## src/rtl/shift_seq_pkg.sv

```systemverilog
// Shared types and encodings for the shift sequencer.
package shift_seq_pkg;

    typedef enum logic [1:0] {
        IDLE  = 2'd0,
        SHIFT = 2'd1,
        DONE  = 2'd2
    } shift_state_t;

    localparam logic SEL_LOGICAL = 1'b0;
    localparam logic SEL_ARITH   = 1'b1;
    localparam logic DIR_LEFT    = 1'b0;
    localparam logic DIR_RIGHT   = 1'b1;

endpackage

```

## src/rtl/shift_step.sv

```systemverilog
// One-position shift with fill selection. Arithmetic mode only affects right shifts.
module shift_step
    import shift_seq_pkg::*;
#(
    parameter int unsigned N = 8
) (
    input  logic [N-1:0] data_i,
    input  logic         sel_i,
    input  logic         dir_i,
    output logic [N-1:0] data_o
);

    logic fill;

    // Shift by one, filling the vacated bit according to mode and direction
    always_comb begin
        fill   = 1'b0;
        data_o = {data_i[N-2:0], 1'b0};
        if (dir_i == DIR_RIGHT) begin
            fill   = (sel_i == SEL_ARITH) ? data_i[N-1] : 1'b0;
            data_o = {fill, data_i[N-1:1]};
        end
    end

endmodule

```

## src/rtl/shift_sequencer.sv

```systemverilog
// Sequential variable-amount shifter: one registered shift step per clock.
// Optional build macro SHIFT_SEQ_DOUBLE_STEP_EN applies two steps per clock when possible.
module shift_sequencer
    import shift_seq_pkg::*;
#(
    parameter int unsigned N  = 8,
    parameter int unsigned SW = $clog2(N) + 1
) (
    input  logic          clk,
    input  logic          rst,
    input  logic          start,
    input  logic [N-1:0]  A,
    input  logic [SW-1:0] shamt,
    input  logic          sel,
    input  logic          dir,
    output logic [N-1:0]  result,
    output logic          busy,
    output logic          done,
    output logic          zero
);

    localparam logic [SW-1:0] MaxCnt = SW'(N);

    shift_state_t  state_q, state_d;
    logic [N-1:0]  data_q, data_d;
    logic          sel_q, sel_d;
    logic          dir_q, dir_d;
    logic [SW-1:0] cnt_q, cnt_d;
    logic          busy_q, busy_d;

    logic [SW-1:0] shamt_clamped;
    logic [N-1:0]  step1_data;
    logic [N-1:0]  step_data;
    logic [SW-1:0] step_cnt;

    shift_step #(.N(N)) u_step0 (
        .data_i (data_q),
        .sel_i  (sel_q),
        .dir_i  (dir_q),
        .data_o (step1_data)
    );

`ifdef SHIFT_SEQ_DOUBLE_STEP_EN
    logic [N-1:0] step2_data;

    shift_step #(.N(N)) u_step1 (
        .data_i (step1_data),
        .sel_i  (sel_q),
        .dir_i  (dir_q),
        .data_o (step2_data)
    );

    // Take two steps while at least two remain, otherwise finish with one
    always_comb begin
        step_data = step1_data;
        step_cnt  = SW'(1);
        if (cnt_q >= SW'(2)) begin
            step_data = step2_data;
            step_cnt  = SW'(2);
        end
    end
`else
    // Single-step build: one position per clock
    always_comb begin
        step_data = step1_data;
        step_cnt  = SW'(1);
    end
`endif

    // State and datapath registers
    always_ff @(posedge clk) begin
        if (rst) begin
            state_q <= IDLE;
            data_q  <= '0;
            sel_q   <= SEL_LOGICAL;
            dir_q   <= DIR_LEFT;
            cnt_q   <= '0;
            busy_q  <= 1'b0;
        end else begin
            state_q <= state_d;
            data_q  <= data_d;
            sel_q   <= sel_d;
            dir_q   <= dir_d;
            cnt_q   <= cnt_d;
            busy_q  <= busy_d;
        end
    end

    // Next-state and datapath update
    always_comb begin
        state_d       = state_q;
        data_d        = data_q;
        sel_d         = sel_q;
        dir_d         = dir_q;
        cnt_d         = cnt_q;
        shamt_clamped = (shamt > MaxCnt) ? MaxCnt : shamt;
        case (state_q)
            IDLE: begin
                if (start) begin
                    data_d  = A;
                    sel_d   = sel;
                    dir_d   = dir;
                    cnt_d   = shamt_clamped;
                    state_d = (shamt_clamped == '0) ? DONE : SHIFT;
                end
            end
            SHIFT: begin
                data_d = step_data;
                cnt_d  = cnt_q - step_cnt;
                if (cnt_q <= step_cnt) begin
                    state_d = DONE;
                end
            end
            DONE: begin
                state_d = IDLE;
            end
            default: begin
                state_d = IDLE;
            end
        endcase
        // busy is registered so it tracks the state we are about to enter
        busy_d = (state_d == SHIFT);
    end

    // Outputs
    always_comb begin
        result = data_q;
        zero   = (data_q == '0);
        done   = (state_q == DONE);
        busy   = busy_q;
    end

endmodule

```

## config.mk

```make
export PLATFORM = sky130hd
export DESIGN_NAME = shift_sequencer
export DESIGN_NICKNAME = d
export VERILOG_FILES = /design/src/rtl/shift_seq_pkg.sv /design/src/rtl/shift_step.sv /design/src/rtl/shift_sequencer.sv
export SDC_FILE = /design/constraint.sdc
export NUM_CORES = 1
export LEC_CHECK = 0
export BUFFER_PORTS_ARGS = -buffer_cell sky130_fd_sc_hd__buf_4
export CELL_PAD_IN_SITES_DETAIL_PLACEMENT = 0
export CELL_PAD_IN_SITES_GLOBAL_PLACEMENT = 1
export CORE_MARGIN = 5
export CORE_UTILIZATION = 36
export CTS_CLUSTER_SIZE = 40
export DETAILED_ROUTE_END_ITERATION = 16
export GPL_TIMING_DRIVEN = 0
export PLACE_DENSITY_LB_ADDON = 0.1
export SLEW_MARGIN = 15
export SYNTH_ARGS = -nofsm -noshare
export SYNTH_HDL_FRONTEND = slang
export SYNTH_SLANG_ARGS = --single-unit
```

## constraint.sdc

```tcl
create_clock -name clk -period 1.6 [get_ports clk]
set_input_delay 0.16 -clock clk [delete_from_list [all_inputs] [get_ports clk]]
set_output_delay 0.16 -clock clk [all_outputs]
set_load 0.005 [all_outputs]
```

==> qor.txt <==
Fmax -> 647 MHz
Global-route wire length before repair -> 4190 µm
Initial antenna violation count -> 0
Count of pins over their slew limit -> 0
Via count -> 939
Period utilisation layout -> 96.6%
Crit path time final -> 1550 ps
Met1 Usage GRT -> 18.7%
Post-route ant nets -> 0
Worst vdd ir -> 0.501 mV
Final hold violation count -> 0
Post-CTS resize count -> 0
Layout area overhead -> 28.2%
Die height -> 61.8 µm
Placed standard-cell area -> 1210 µm²
Synthesized area per cell -> 8.27 µm²
Clock Pin Slew Worst Setup and Hold Paths -> 110 ps
Worst hold slack -> 87.4 ps
Grt ovf -> 0
Worst EP required -> 1440 ps
Vias in the first global route -> 940
Top post-synthesis cells by area -> dfxtp_1 (35%), mux2i_1 (8.3%), a21oi_1 (7.8%), nand3b_1 (4.7%), nor2_1 (4.7%)
Synth Register Bits -> 17
CTS Buffer Depth -> 2
N_diodes -> 0
Root buffer cell -> clkbuf_4
Setup crit start kind -> flop
Worst skew pair latency -> 300 ps
FFs w/ async S/R, synth -> 0%
Total GRT Usage -> 14.7%
Fin area -> 1240 µm²
Clock skew -> 8.18 ps
Vias per inst -> 5.28
Power per cell area -> 905 nW/µm²
Fill cell count -> 265
R2R depth -> 6
Crit path max fanout -> 5
Final Util -> 49.2%
Sequential fraction of the synthesis area -> 35.2%
CTS Hold Bufs -> 0
Warning count from the yosys run -> 0
Worst path arrival time -> 1390 ps
Synth cell types -> 34
Initial Util -> 38.3%
TritonCTS sink count -> 17
Top-area cell type share of the netlist area -> 35.2%
Final GP Congestion -> 0.788
Die X -> 61.8 µm
RSZ-0062 raised after global routing -> true
CTS tree -> done
DRC viols -> 0
Status -> finished, final reports clean
Wirelength per Cell -> 14.3 µm
Hold crit path type -> input port to flop
Critical path class -> flop to output pin
Die Area -> 3820 µm²
Routed wire length -> 2540 µm
Pin count of the biggest net entering global routing -> 11
Post-CTS Setup Bufs -> 0
Leak -> 0.520 nW
H-tree levels -> 1
Placement Rows -> 18
Met3 GRT Util -> 2.69%
Worst Setup End Kind -> output pin
CTS Buf Count -> 3
Slew headroom -> 68.2%
Drt pass-1 iters -> 4
Setup Viol. Count Final -> 0
I/O Buffers -> 27
Dominant synthesized flop cell -> dfxtp_1
Max-cap violation count -> 0
Gate Count Post-Synth -> 117
Post-synth top area cell -> dfxtp_1
Post-synth EDFFs -> 0
Ports -> 28
GR peak layer -> met2
Share of layout cells above drive strength 1 -> 27.7%
Hold depth -> 3
Worst slew pin tran -> 477 ps
Core ar. -> 2520 µm²
Dpl hpwl -> 1860 µm
Fin nets -> 168
Drt initial violations -> 32
Synthesized cell area -> 967 µm²
Mapped Nets -> 136
M2 GR Usage -> 24.4%
Yosys cell counts, types with 3 or more instances:
master and count:
nand2b_1 5, o21ai_1 5, nand3b_1 6, buf_2 3, o21ai_0 3, nor2_1 12
inv_1 7, a21oi_1 15, nor3_1 4, mux2i_1 8, dfxtp_1 17
cells by family (layout without fill, tap and decap cells):
| group | after synthesis | in the layout | synth area share [%] |
|---|---|---|---|
| multiplexers | 8 | 8 | 8.28 |
| buffers and inverters | 15 | 46 | 8.15 |
| AND/OR/NAND/NOR | 42 | 42 | 25.9 |
| adder cells (fa/ha/maj) | 2 | 2 | 2.59 |
| AO/OA/AOI/OAI | 33 | 33 | 19.9 |
| flip-flops | 17 | 17 | 35.2 |
final timing paths:
| check | from | to | slack [ps] |
|---|---|---|---|
| min reg2reg | cnt_q[3] | cnt_q[3] | 510 |
| min | sel | sel_q | 90 |
| max | result[6] | zero | 50 |
| max reg2reg | cnt_q[0] | state_q[0] | 270 |
worst max-delay path: stages, from the launching register on:
cell and delay (ps):
dfxtp_2 350, or4_1 510, nor2_1 110, buf_4 110
cell usage in the layout (no fill, tap or decap), types with 2 or more instances in the layout:
master | netlist | routed
buf_4 | 1 | 28
a21oi_1 | 15 | 15
dfxtp_1 | 17 | 14
nor2_1 | 12 | 12
mux2i_1 | 8 | 8
inv_1 | 7 | 7
nand3b_1 | 6 | 6
nand2b_1 | 5 | 5
o21ai_1 | 5 | 5
nor3_1 | 4 | 4
clkbuf_1 | 2 | 3
buf_2 | 3 | 3
o21ai_0 | 3 | 3
clkbuf_4 | 0 | 3
or4_1 | 2 | 2
buf_6 | 2 | 2
nor2b_1 | 2 | 2
a211oi_1 | 2 | 2
o21bai_1 | 2 | 2
a31oi_1 | 2 | 2
or3_1 | 2 | 2
ha_1 | 2 | 2
dfxtp_2 | 0 | 2
through the flow:
stage	power [mW]	TNS [ps]	cells	setup slack, ps
floorplan	0.744	0	117	461
global placement	0.885	0	174	300
detailed placement	0.890	0	174	294
CTS	1.13	0	178	14.1
global route	1.20	-1.86	178	-1.86
finish	1.12	0	178	55.0
where the power goes:
part	switching [mW]	internal [mW]	leakage, nW
Sequential	0.0443	0.472	0.142
Clock	0.145	0.0970	0.0150
Combinational	0.172	0.192	0.363
Total	0.361	0.760	0.520
sequential cells by signal, indices dropped and copies added (netlist names):
| register | count |
|---|---|
| dir_q | 1 |
| busy | 1 |
| result | 8 |
| state_q | 2 |
| cnt_q | 4 |
| sel_q | 1 |
cell type report:
class | instances | area, µm² | area share, %
plain buffers | 8 | 52.6 | 4.24
clock buffers | 4 | 26.3 | 2.12
inverters | 7 | 26.3 | 2.12
multi-input cells | 85 | 548 | 44.2
flip-flops and latches | 17 | 347 | 28.0
well taps | 30 | 37.5 | 3.03
repair buffers | 27 | 203 | 16.3
layer usage:
layer  routed length, µm  part of all wire (%)
met1                1170                    46
met2                1160                    46
met3                 166                   6.5
met4                  41                   1.6
met5                   0                     0
(Power assumes the default switching activity.)
